### src/rtl/elastic_pipe_pkg.sv
// Shared definitions for the elastic pipeline register: occupancy counter
// sizing and parameter legality helpers.
package elastic_pipe_pkg;

    localparam int unsigned MIN_WIDTH = 1;
    localparam int unsigned MIN_DEPTH = 1;

    // Bits needed to count 0..depth valid stages inclusive.
    function automatic int unsigned occ_width(input int unsigned depth);
        return $clog2(depth + 1);
    endfunction

    function automatic bit params_legal(input int unsigned width, input int unsigned depth);
        return (width >= MIN_WIDTH) && (depth >= MIN_DEPTH);
    endfunction

endpackage

### src/rtl/elastic_pipe_stage.sv
// One stage of the elastic pipeline: a valid bit plus a data word. Loads from
// upstream when advanced; data only moves when the upstream word is valid.
module elastic_pipe_stage
    import elastic_pipe_pkg::*;
#(
    parameter int unsigned WIDTH = 8
) (
    input  logic             clk,
    input  logic             reset,
    input  logic             i_flush,
    input  logic             i_adv,
    input  logic             i_valid,
    input  logic [WIDTH-1:0] i_data,
    output logic             o_valid,
    output logic [WIDTH-1:0] o_data
);

    logic             r_valid;
    logic [WIDTH-1:0] r_data;

    // Stage state: flush drops the valid bit but keeps data; bubbles keep old data.
    always_ff @(posedge clk or posedge reset) begin
        if (reset) begin
            r_valid <= 1'b0;
            r_data  <= '0;
        end else if (i_flush) begin
            r_valid <= 1'b0;
        end else if (i_adv) begin
            r_valid <= i_valid;
            if (i_valid) begin
                r_data <= i_data;
            end
        end
    end

    assign o_valid = r_valid;
    assign o_data  = r_data;

endmodule

### src/rtl/elastic_pipeline_register.sv
// Elastic pipeline register: DEPTH stages of WIDTH bits with valid/ready flow
// control, bubble collapsing and synchronous flush.
// Optional feature: define ELASTIC_PIPE_OCCUPANCY_EN to add the registered
// occupancy output (count of valid stages).
module elastic_pipeline_register
    import elastic_pipe_pkg::*;
#(
    parameter int unsigned WIDTH = 8,
    parameter int unsigned DEPTH = 2
) (
    input  logic                           clk,
    input  logic                           reset,
    input  logic                           flush,
    input  logic                           in_valid,
    output logic                           in_ready,
    input  logic [WIDTH-1:0]               in_data,
    output logic                           out_valid,
    input  logic                           out_ready,
    output logic [WIDTH-1:0]               out_data
`ifdef ELASTIC_PIPE_OCCUPANCY_EN
    ,
    output logic [occ_width(DEPTH)-1:0]    occupancy
`endif
);

    if (!params_legal(WIDTH, DEPTH)) begin : g_bad_params
        $error("elastic_pipeline_register: WIDTH and DEPTH must both be >= 1");
    end

    logic [DEPTH-1:0] w_valid;
    logic [DEPTH-1:0] w_adv;
    logic [WIDTH-1:0] w_data [DEPTH];

    // Advance chain: a stage moves if anything downstream moves or it holds a bubble.
    // Written as a running OR from the output end so the ready path stays flat.
    always_comb begin
        logic w_acc;
        w_acc = out_ready;
        w_adv = '0;
        for (int k = int'(DEPTH) - 1; k >= 0; k--) begin
            w_acc    = w_acc | ~w_valid[k];
            w_adv[k] = w_acc;
        end
    end

    assign in_ready = w_adv[0] & ~flush;

    for (genvar k = 0; k < DEPTH; k++) begin : g_stage
        logic             w_up_valid;
        logic [WIDTH-1:0] w_up_data;

        if (k == 0) begin : g_head
            assign w_up_valid = in_valid;
            assign w_up_data  = in_data;
        end else begin : g_body
            assign w_up_valid = w_valid[k-1];
            assign w_up_data  = w_data[k-1];
        end

        elastic_pipe_stage #(
            .WIDTH (WIDTH)
        ) u_stage (
            .clk     (clk),
            .reset   (reset),
            .i_flush (flush),
            .i_adv   (w_adv[k]),
            .i_valid (w_up_valid),
            .i_data  (w_up_data),
            .o_valid (w_valid[k]),
            .o_data  (w_data[k])
        );
    end

    assign out_valid = w_valid[DEPTH-1];
    assign out_data  = w_data[DEPTH-1];

`ifdef ELASTIC_PIPE_OCCUPANCY_EN
    localparam int unsigned OCC_W = occ_width(DEPTH);

    logic             w_in_xfer;
    logic             w_out_xfer;
    logic [OCC_W-1:0] r_occupancy;

    assign w_in_xfer  = in_valid & in_ready;
    assign w_out_xfer = out_valid & out_ready;

    // Occupancy tracks the number of valid stages; simultaneous in/out leaves it unchanged.
    always_ff @(posedge clk or posedge reset) begin
        if (reset) begin
            r_occupancy <= '0;
        end else if (flush) begin
            r_occupancy <= '0;
        end else if (w_in_xfer && !w_out_xfer) begin
            r_occupancy <= r_occupancy + OCC_W'(1);
        end else if (!w_in_xfer && w_out_xfer) begin
            r_occupancy <= r_occupancy - OCC_W'(1);
        end
    end

    assign occupancy = r_occupancy;
`endif

endmodule

### config.mk
export PLATFORM = sky130hd
export DESIGN_NAME = elastic_pipeline_register
export DESIGN_NICKNAME = d
export VERILOG_FILES = /design/src/rtl/elastic_pipe_pkg.sv /design/src/rtl/elastic_pipe_stage.sv /design/src/rtl/elastic_pipeline_register.sv
export SDC_FILE = /design/constraint.sdc
export NUM_CORES = 1
export LEC_CHECK = 0
export ABC_AREA = 1
export BUFFER_PORTS_ARGS = -buffer_cell sky130_fd_sc_hd__buf_2
export CAP_MARGIN = 20
export CORE_MARGIN = 4
export CORE_UTILIZATION = 53
export DETAILED_ROUTE_END_ITERATION = 8
export GPL_TIMING_DRIVEN = 0
export PLACE_DENSITY = 0.84
export SETUP_SLACK_MARGIN = 0.02
export SLEW_MARGIN = 10
export SYNTH_ARGS = -nofsm -noshare
export SYNTH_HDL_FRONTEND = slang
export SYNTH_HIERARCHICAL = 1
export SYNTH_SLANG_ARGS = --single-unit
### constraint.sdc
create_clock -name clk -period 1.59 [get_ports clk]
set_input_delay 0.0795 -clock clk [delete_from_list [all_inputs] [get_ports clk]]
set_output_delay 0.0795 -clock clk [all_outputs]
set_load 0.01 [all_outputs]
==> results.txt, run 1 <==
Final Max Slew Viols -> 0
RSZ-0062 raised after global routing -> no
post-CTS resize count -> 0
Layout Utilization -> 0.709
mux cell area share after synthesis -> 0
R2R setup slack -> 0.55 ns
wirelength, routed -> 1410 um
post-synthesis simple-gate area fraction -> 0.345
cell count after synthesis -> 86
R2R depth -> 5
worst r2r src -> g_stage[1].u_stage/o_valid
clk sink count -> 18
setup_tns -> 0 ns
cts hold-fix bufs -> 1
area occupied by multi-input gates -> 290 sq um
share of cells above drive strength 1 -> 0.297
register area -> 450 sq um
sequential element share of the synthesized area -> 0.555
height of the chip -> 47.1 um
post-synthesis compound-gate area fraction -> 0.0123
core area -> 0.00137 sq mm
# IOs -> 23
TritonCTS clock tree -> built
Worst path top cell family by delay -> flip-flops
vias per cell -> 5.11
Hold Path Class -> in2reg
Setup CP Type -> reg2out
xor and xnor area share after synthesis -> 0
hold_sp -> in_data[6]
cell taking the most area after synthesis -> dfrtp_1
Req. time, crit path -> 1.51 ns
Layout area overhead -> 19.3%
Yosys warnings -> 6
Min-Delay Endpoint -> g_stage[0].u_stage/o_data[6]
Final Skew -> 0.00186 ns
first-pass GRT wire length -> 2440 um
most frequent cells in the layout -> nand2_1 (36), buf_2 (21), dfrtp_1 (18)
CTS H-tree lvls -> 1
Initial Util -> 0.594
Root Buffer -> clkbuf_4
clk slew on worst S/H paths -> 0.09 ns
outcome -> finished clean
IO Port Bufs -> 21
Worst setup EP type -> output pin
Avg Inst Size Synth -> 9.44 sq um
synthesized cell area -> 812 sq um
reg2reg end -> g_stage[0].u_stage/o_data[6]
CP Cell Sequence -> nand3_2, nand2_1, inv_1, buf_2
DIE WIDTH -> 47.1 um
die area -> 0.00222 sq mm
final setup fails -> 0
ANT nets after route -> 0
Worst Tran Pin Value -> 0.330 ns
Final Hold Viols -> 0
CP Launch Type -> flip-flop
most common cell after layout, fill and taps aside -> nand2_1
total gr overflow -> 0
1st-pass router iterations -> 4
final cycle utilization of the critical path -> 0.701
Power Density -> 993 mW/mm^2
post-CTS setup buffer count -> 0
drt first-iter violations -> 23
Via Count -> 644
cts bufs inserted -> 3
# rows -> 13
NumNets Final -> 126
DR WL/cell -> 11.2 um
diode count -> 0
maximum vdd drop -> 0.497 mV
f_max -> 0.897 GHz
antenna violations before repair -> 0
largest cells by area after synthesis -> dfrtp_1 (55%), nand2_1 (17%), nand4_1 (12%)
CP max stage delay -> 0.42 ns
filler cell count -> 118
Hold Path Stages -> 3
min Tclk post-route -> 1.11 ns
library cells used by synthesis -> 9
Synth Area in Adders -> 0
Critical Path Fanout Max -> 4
Final Wtd Congestion -> 0.717
placed wire-length estimate -> 1150 um
Max-Cap Viols -> 0
Clk Latency, worst-skew pair -> 0.27 ns
Worst Path Buf+Inv -> 2
Leakage -> 0.546 nW
FF+latch count, synth -> 18
slowest cell on the critical path -> dfrtp_1
largest family of logic cells by synthesized area -> simple AND/OR/NAND/NOR gates
WP data arrival -> 1.03 ns
worst rel slew slack -> 0.780
syn_nets -> 99
top-area cell type share of the netlist area -> 0.555
DRC -> 0
CTS max path bufs -> 2
largest net degree at the start of global routing -> 11
GRT Util Overall -> 0.155
vias in the first global route -> 591
==> Yosys cell counts <==
library cell,number
inv_2,2
o21ai_0,2
buf_6,4
nand3_4,2
nand3_2,1
nand4_1,16
inv_1,5
dfrtp_1,18
nand2_1,36
==> flip-flops by register name, indices dropped and copies added, names as in the netlist <==
| register | flops |
|---|---|
| g_stage.u_stage/o_data | 16 |
| g_stage.u_stage/o_valid | 2 |
==> metal layers <==
layer  track usage  share of wire  vias up
li1              -              -      342
met2         0.252           0.48       18
met4        0.0663         0.0085        0
met3        0.0345          0.057        2
met5             0              0        -
met1         0.198           0.45      282
==> worst min-delay path: stages <==
cell and delay, ns:
buf_2 0.08, nand4_1 0.07, nand2_1 0.07
==> worst max path at each step <==
stage | start | end | slack, ns | cells past startpoint
after floorplan | g_stage[1].u_stage/o_valid | g_stage[0].u_stage/o_data[0] | 0.62 | 5
after global placement | g_stage[0].u_stage/o_valid | g_stage[0].u_stage/o_data[2] | 0.59 | 5
after detailed placement | g_stage[1].u_stage/o_valid | g_stage[1].u_stage/o_data[5] | 0.56 | 5
after CTS | g_stage[1].u_stage/o_valid | in_ready | 0.47 | 4
after global routing | g_stage[1].u_stage/o_valid | in_ready | 0.38 | 4
final | g_stage[1].u_stage/o_valid | in_ready | 0.48 | 4
==> final cells by class <==
| class | count | share of cell area |
|---|---|---|
| flip-flops and latches | 18 | 0.465 |
| multi-input cells | 57 | 0.300 |
| repair buffers | 22 | 0.119 |
| plain buffers | 4 | 0.0465 |
| inverters | 7 | 0.0271 |
| clock buffers | 3 | 0.0233 |
| well taps | 15 | 0.0194 |
==> through the flow <==
step | hold slack, ns | setup WS [ns] | total power, mW | instance area [sq um] | std cells
5_1_grt | 0.0384 | 0.377 | 1.03 | 968 | 126
3_3_place_gp | 0.0478 | 0.591 | 0.759 | 936 | 122
6_report | 0.0459 | 0.476 | 0.962 | 968 | 126
4_1_cts | 0.0402 | 0.465 | 0.977 | 968 | 126
3_5_place_dp | 0.0599 | 0.565 | 0.768 | 936 | 122
2_1_floorplan | -0.0926 | 0.617 | 0.686 | 812 | 86
==> power breakdown <==
group	internal, mW	total (mW)	switching, mW
Clock	0.0876	0.205	0.118
Sequential	0.527	0.565	0.0375
Combinational	0.0826	0.192	0.109
Total	0.697	0.962	0.264
==> logic make-up (layout without fill, tap and decap cells) <==
logic type / after synthesis / count (layout)
buffers and inverters: 11 / 36
DFF: 18 / 18
AOI/OAI and AO/OA: 2 / 2
and+or+nand+nor: 55 / 55
Note: power is estimated with default switching activity, not from simulation.
==> run 2, diff against run 1 <==
ABC_AREA = 0   (was 1)
CORE_UTILIZATION = 48   (was 53)
PLACE_DENSITY = 0.79   (was 0.84)
clock period = 1.1 ns   (was 1.59 ns; I/O delays follow)
==> run 2 against run 1 <==
The run now ends with negative setup slack left. Clock-buffer cell count grew 1. Synthesized cell count shrank 48%. Worst setup slack worse by 0.56 ns. Flip-flop and latch count stayed put. Sequential share of layout area decreased by 3.4 points. Routed wire length fell by 6.8%. Clock power is 91% higher. Final cell count shrank 21%. Worst hold slack got worse by 0.036 ns. Sequential power is 52% higher.
==> results.txt, run 2 <==
outcome -> finished, violations left
failing checks -> negative setup slack
# rows -> 13 (unchanged)
DR WL/cell -> 13.3 um (+19%)
Leakage -> 0.553 nW (+1.2%)
Critical Path Fanout Max -> 8 (+4)
ANT nets after route -> 0 (unchanged)
Worst setup EP type -> flip-flop
final cycle utilization of the critical path -> 1.07
WP data arrival -> 1.36 ns (+0.33 ns)
Clk Latency, worst-skew pair -> 0.28 ns (about the same)
CTS max path bufs -> 2 (unchanged)
Top FF cell, synth -> dfrtp_1
diode count -> 0 (unchanged)
top-area cell type share of the netlist area -> 0.604 (+0.0493)
Setup CP Type -> reg2reg
cts bufs inserted -> 3 (unchanged)
Clock power frac -> 0.239 (+0.026)
GRT Util Overall -> 0.146 (-0.00939)
Via Count -> 495 (-23%)
Internal Power -> 1.23 mW (+76%)
RSZ-0062 raised after global routing -> yes
min Tclk post-route -> 1.18 ns
synthesized cell area -> 746 sq um (-8.2%)
# IOs -> 23 (unchanged)
Area after DPL -> 885 sq um (-5.5%)
Hold Path Class -> in2reg
worst setup margin -> -0.0805 ns (-0.556 ns)
vias per cell -> 5.00 (-2.2%)
combinational power share -> 0.234 (+0.035)
core area -> 0.00138 sq mm (+1.2%)
library cells used by synthesis -> 8 (-1)
vias in the first global route -> 518 (-12%)
commonest cells in the netlist -> dfrtp_1 (18), mux2_2 (16), nand3b_4 (3)
IO Port Bufs -> 22 (+4.8%)
largest cells by area after synthesis -> dfrtp_1 (60%), mux2_2 (24%), nand3b_4 (8.1%)
Root Buffer -> clkbuf_4
wirelength, routed -> 1310 um (-6.8%)
height of the chip -> 47.4 um (+0.58%)
pre-CTS setup slack -> -0.0680 ns (-0.633 ns)
final setup fails -> 17 (+17)
Final Skew -> 0.00213 ns (+0.000276 ns)
Yosys warnings -> 6 (unchanged)
switching share of power -> 0.250 (-0.0250)
die area -> 0.00225 sq mm (+1.2%)
CP Launch Type -> flip-flop
share of cells above drive strength 1 -> 0.631 (+0.334)
P_sw -> 408 uW (+54%)
most common cell after layout, fill and taps aside -> buf_2
count leader, synth -> dfrtp_1
Req. time, crit path -> 1.28 ns (-0.23 ns)
FFs w/ async S/R, synth -> 1.00 (unchanged)
design area -> 0.00105 sq mm (+8.5%)
syn_nets -> 58 (-41%)
Initial Util -> 0.539 (-0.0550)
clk sink count -> 18 (unchanged)
Final Hold Viols -> 0 (unchanged)
FF+latch count, synth -> 18 (unchanged)
DRC -> 0 (unchanged)
Layout Utilization -> 0.760 (+0.0514)
Final Wtd Congestion -> 0.680 (-5.2%)
worst rel slew slack -> 0.754 (-0.0257)
Avg Inst Size Synth -> 16.6 sq um (+76%)
f_max -> 0.847 GHz
DIE WIDTH -> 47.4 um (+0.58%)
placed wire-length estimate -> 903 um (-21%)
cell taking the most area after synthesis -> dfrtp_1
worst hold slack -> 0.00961 ns (-0.0363 ns)
Layout area overhead -> 40.9%
antenna violations before repair -> 0 (unchanged)
most frequent cells in the layout -> buf_2 (21), dfrtp_1 (16), mux2_2 (15)
cell count after synthesis -> 45 (-48%)
CTS H-tree lvls -> 1 (unchanged)
max reg flops -> 16 (unchanged)
clk slew on worst S/H paths -> 0.10 ns (about the same)
TritonCTS clock tree -> built
NumNets Final -> 98 (-22%)
largest net degree at the start of global routing -> 11 (unchanged)
Max-Cap Viols -> 0 (unchanged)
Power Density -> 1550 mW/mm^2 (+57%)
Reg power frac -> 0.527 (-0.060)
drt first-iter violations -> 1 (-96%)
maximum vdd drop -> 0.892 mV (+79%)
Final Max Slew Viols -> 0 (unchanged)
Worst Tran Pin Value -> 0.368 ns (+0.0385 ns)
first-pass GRT wire length -> 2260 um (-7.4%)
sequential element share of the synthesized area -> 0.604 (+0.0493)
total gr overflow -> 0 (unchanged)
1st-pass router iterations -> 2 (-2)
Post-synth EDFFs -> 0 (unchanged)
==> run 2: changes by cell type in the layout (fill, tap and decap cells not counted), sizes merged, moves of 3 or more <==
cell         change
inv              -5
nand3b           +3
nand3            -3
mux2            +16
dlygate4sd3      +8
nand4           -16
nand2           -36
==> run 2: worst paths after layout <==
check                                              from                           end  slack [ns]  cells past startpoint
max                          g_stage[1].u_stage/o_valid  g_stage[0].u_stage/o_data[5]       -0.08                      3
min                                          in_data[7]  g_stage[0].u_stage/o_data[7]        0.01                      2
max reg2reg                  g_stage[1].u_stage/o_valid  g_stage[0].u_stage/o_data[5]       -0.08                      3
min reg2reg                g_stage[0].u_stage/o_data[0]  g_stage[0].u_stage/o_data[0]        0.51                      1
max in group asynchronous                         reset    g_stage[1].u_stage/o_valid        0.52                      3
min in group asynchronous                         reset  g_stage[0].u_stage/o_data[3]        0.28                      3
==> run 2: layout make-up <==
type                            count  area, sq um
Clock buffer                        4         36.3
Sequential cell                    18          453
Inverter                            2         7.51
Timing Repair Buffer               35          236
Tap cell                           15         18.8
Multi-Input combinational cell     25          299
Fill cell                          88          332
==> run 2: logic make-up after synthesis <==
family                 share of synthesized area
multiplexers                               0.268
AND/OR/NAND/NOR                            0.117
flip-flops                                 0.604
buffers and inverters                     0.0101
==> run 2: repair_timing <==
| action | CTS | global route |
|---|---|---|
| hold buffers | 9 | 0 |
| endpoints found under the setup margin | 17 | 17 |
| gates resized for setup | 1 | 1 |
| hold endpoints to repair | 27 | 0 |
| pin swaps | 1 | 1 |
| setup buffers | 3 | 1 |
==> run 2: metrics by stage <==
step | power, mW | cells | TNS (ns)
floorplan | 1.08 | 45 | -0.182
global placement | 1.21 | 82 | -0.393
detailed placement | 1.23 | 82 | -0.632
CTS | 1.65 | 98 | -0.672
global route | 1.74 | 99 | -1.49
finish | 1.63 | 99 | -0.725
==> run 2: power groups by stage <==
stage / clock network [mW] / logic (mW) / registers (mW)
global placement: 0 / 0.341 / 0.872
CTS: 0.410 / 0.382 / 0.861
detailed placement: 0 / 0.349 / 0.877
floorplan: 0 / 0.161 / 0.915
finish: 0.391 / 0.382 / 0.861
global route: 0.437 / 0.424 / 0.880
==> run 2: metal layers <==
| layer | vias to the layer above | GRT usage | part of all wire |
|---|---|---|---|
| met5 | - | 0 | 0 |
| met4 | 0 | 0.0497 | 0 |
| met3 | 0 | 0.0226 | 0.079 |
| met2 | 19 | 0.265 | 0.48 |
| met1 | 239 | 0.173 | 0.44 |
| li1 | 237 | - | - |
==> run 2: critical path, cell delays in order, from the launching register on <==
cell and delay (ns):
dfrtp_2 0.47, nand3b_4 0.12, nand3b_4 0.16, mux2_4 0.33
==> run 3, diff against run 2 <==
CORE_ASPECT_RATIO = 1.2   (was default)
CORE_UTILIZATION = 35   (was 48)
PLACE_DENSITY = 0.61   (was 0.79)
SYNTH_HIERARCHICAL = default   (was 1)
==> run 3 against run 2 <==
The run still ends with negative setup slack left. Register-to-register slack lost 0.39 ns. Sequential power grew 1%. Synthesized area down 1.7%. Non-clock buffer count increased by 3. Power rose by 6.3%. First-iteration DRC count up 100%. Combinational power rose by 24%. Maximum frequency down 25%. Synthesized cell count is the same. Largest cell class unchanged. Largest power group unchanged.
==> results.txt, run 3 <==
RSZ-0062 raised after global routing -> yes
Critical Path Fanout Max -> 8 (unchanged)
final setup fails -> 17 (unchanged)
Highest Signal Layer -> met4
# rows -> 17 (+4)
Setup CP Type -> reg2reg
final cycle utilization of the critical path -> 1.42 (+0.352)
Max-Cap Viols -> 0 (unchanged)
total power -> 1.74 mW (+6.3%)
CP max stage delay -> 0.39 ns (-0.08 ns)
reg2reg end -> g_stage[0].u_stage.o_data[2]
cell count after synthesis -> 45 (unchanged)
most frequent cells in the layout -> buf_2 (22), dfrtp_1 (18), mux2_4 (16)
Final Max Slew Viols -> 0 (unchanged)
DRT met1 WL -> 608 um (+6.3%)
TritonCTS clock tree -> built
cts bufs inserted -> 3 (unchanged)
diode count -> 0 (unchanged)
count leader, synth -> dfrtp_1
placed wire-length estimate -> 893 um (-1.1%)
first-pass GRT wire length -> 2190 um (-3.1%)
most common cell after layout, fill and taps aside -> buf_2
antenna violations before repair -> 0 (unchanged)
Post-synth EDFFs -> 0 (unchanged)
Avg Inst Size Synth -> 16.3 sq um (-1.7%)
Initial Util -> 0.383 (-0.156)
drt first-iter violations -> 2 (+1)
f_max -> 0.638 GHz (-25%)
Leakage -> 0.566 nW (+2.3%)
max reg flops -> 16 (unchanged)
commonest cells in the netlist -> dfrtp_1 (18), mux2_2 (8), mux2_4 (8)
ANT nets after route -> 0 (unchanged)
largest net degree at the start of global routing -> 19 (+8)
sequential element share of the synthesized area -> 0.614 (+0.0103)
CTS H-tree lvls -> 1 (unchanged)
# IOs -> 23 (unchanged)
FFs w/ async S/R, synth -> 1.00 (unchanged)
IO Port Bufs -> 22 (unchanged)
Req. time, crit path -> 1.27 ns (about the same)
worst rel slew slack -> 0.571 (-0.184)
CP Cell Sequence -> and3b_2, or3b_1, buf_6, mux2_4
Top FF cell, synth -> dfrtp_1
DIE WIDTH -> 49.8 um (+5.0%)
vias in the first global route -> 466 (-10%)
Root Buffer -> clkbuf_4
Hold Path Stages -> 3 (+1)
vias per cell -> 4.68 (-6.5%)
Hold Path Class -> in2reg
Final Skew -> 0.00520 ns (+0.00306 ns)
GRT Util Overall -> 0.100 (-0.0452)
slowest cell on the critical path -> dfrtp_1
pre-CTS setup slack -> -0.515 ns (-0.447 ns)
Detail Route met2 WL -> 755 um (+19%)
library cells used by synthesis -> 10 (+2)
CTS max path bufs -> 2 (unchanged)
R2R depth -> 4 (+1)
NumNets Final -> 100 (+2.0%)
clk sink count -> 18 (unchanged)
core area -> 0.00191 sq mm (+38%)
clk slew on worst S/H paths -> 0.10 ns (about the same)
Min-Delay Endpoint -> g_stage[0].u_stage.o_valid
FF+latch count, synth -> 18 (unchanged)
CP Launch Type -> flip-flop
outcome -> finished, violations left
WP data arrival -> 1.74 ns (+0.38 ns)
Worst setup EP type -> flip-flop
height of the chip -> 58.1 um (+23%)
largest cells by area after synthesis -> dfrtp_1 (61%), mux2_4 (16%), mux2_2 (12%)
top-area cell type share of the netlist area -> 0.614 (+0.0103)
Via Count -> 491 (-0.81%)
worst r2r src -> g_stage[0].u_stage.o_valid
register area -> 450 sq um (-0.55%)
cell taking the most area after synthesis -> dfrtp_1
Yosys warnings -> 0 (-6)
filler cell count -> 158 (+80%)
worst setup margin -> -0.467 ns (-0.387 ns)
hold_sp -> in_valid
1st-pass router iterations -> 2 (unchanged)
area occupied by multi-input gates -> 315 sq um (+5.4%)
syn_nets -> 58 (unchanged)
share of cells above drive strength 1 -> 0.605 (-0.0263)
wirelength, routed -> 1440 um (+9.4%)
Worst Tran Pin Value -> 0.643 ns (+0.275 ns)
DRC -> 0 (unchanged)
maximum vdd drop -> 0.654 mV (-27%)
Power Density -> 1570 mW/mm^2 (+1.3%)
die area -> 0.00289 sq mm (+29%)
min Tclk post-route -> 1.57 ns (+0.387 ns)
R2R setup slack -> -0.47 ns (-0.39 ns)
Clk Latency, worst-skew pair -> 0.28 ns (about the same)
worst hold slack -> 0.0446 ns (+0.0350 ns)
DR WL/cell -> 13.7 um (+3.2%)
WL met3 -> 44 um (-58%)
Final Hold Viols -> 0 (unchanged)
Final Wtd Congestion -> 0.640 (-5.9%)
total gr overflow -> 0 (unchanged)
Layout area overhead -> 50.5%
synthesized cell area -> 733 sq um (-1.7%)
failing checks -> negative setup slack
==> run 3: worst max-delay path by stage <==
stage / cells after the start / from / slack, ns / end
after floorplan: 4 / g_stage[1].u_stage.o_valid / -0.43 / g_stage[0].u_stage.o_data[0]
after global placement: 3 / g_stage[1].u_stage.o_valid / -0.49 / g_stage[1].u_stage.o_data[7]
after detailed placement: 3 / g_stage[1].u_stage.o_valid / -0.52 / g_stage[1].u_stage.o_data[7]
after CTS: 4 / g_stage[1].u_stage.o_valid / -0.43 / g_stage[0].u_stage.o_data[2]
after global routing: 4 / g_stage[0].u_stage.o_valid / -0.53 / g_stage[0].u_stage.o_data[2]
final: 4 / g_stage[0].u_stage.o_valid / -0.47 / g_stage[0].u_stage.o_data[2]
==> run 3: critical path, delay by kind of cell (launching register included) <==
family	cells	cell delay, ns
simple gates	2	0.60
buf+inv	1	0.17
flops	1	0.39
mux	1	0.30
==> run 3: layout make-up <==
cell class	instances	area share
Buffer	1	0.0102
Clock buffer	4	0.0329
Inverter	1	0.00340
Multi-Input combinational cell	25	0.286
Sequential cell	18	0.408
Tap cell	19	0.0215
Timing Repair Buffer	37	0.238
==> run 3: repair_timing <==
action | in CTS | in global routing
setup buffers | 3 | 1
hold endpoints to repair | 23 | 4
gates resized for setup | 4 | 3
pin swaps | 1 | 0
hold buffers | 6 | 5
endpoints found under the setup margin | 17 | 17
gates cloned | 0 | 0
==> run 3: per-stage QoR <==
stage / std cells / instance area (sq um) / utilization / TNS (ns)
floorplan: 45 / 758 / - / -6.53
global placement: 86 / 892 / 0.466 / -7.06
global route: 105 / 1100 / 0.576 / -7.50
CTS: 99 / 1040 / 0.541 / -5.86
finish: 105 / 1100 / 0.576 / -6.41
detailed placement: 86 / 892 / 0.466 / -7.27
==> run 3: logic make-up (layout without fill, tap and decap cells) <==
kind of cell,Yosys count,count (layout),share of synthesized area
flops,18,18,0.614
mux,16,16,0.287
simple gates,9,9,0.0785
buf+inv,2,43,0.0205
==> run 3: report_power, final <==
part           leakage, nW  switching (mW)  internal (mW)
sequential           0.215          0.0718          0.798
clock               0.0210           0.193          0.201
combinational        0.329           0.167          0.305
==> run 3: per-layer routing <==
metal  global-route usage  vias to the layer above
met5                    0                        -
met4               0.0711                        0
met3               0.0154                        2
met2                0.159                       12
met1                0.125                      243
li1                     -                      234
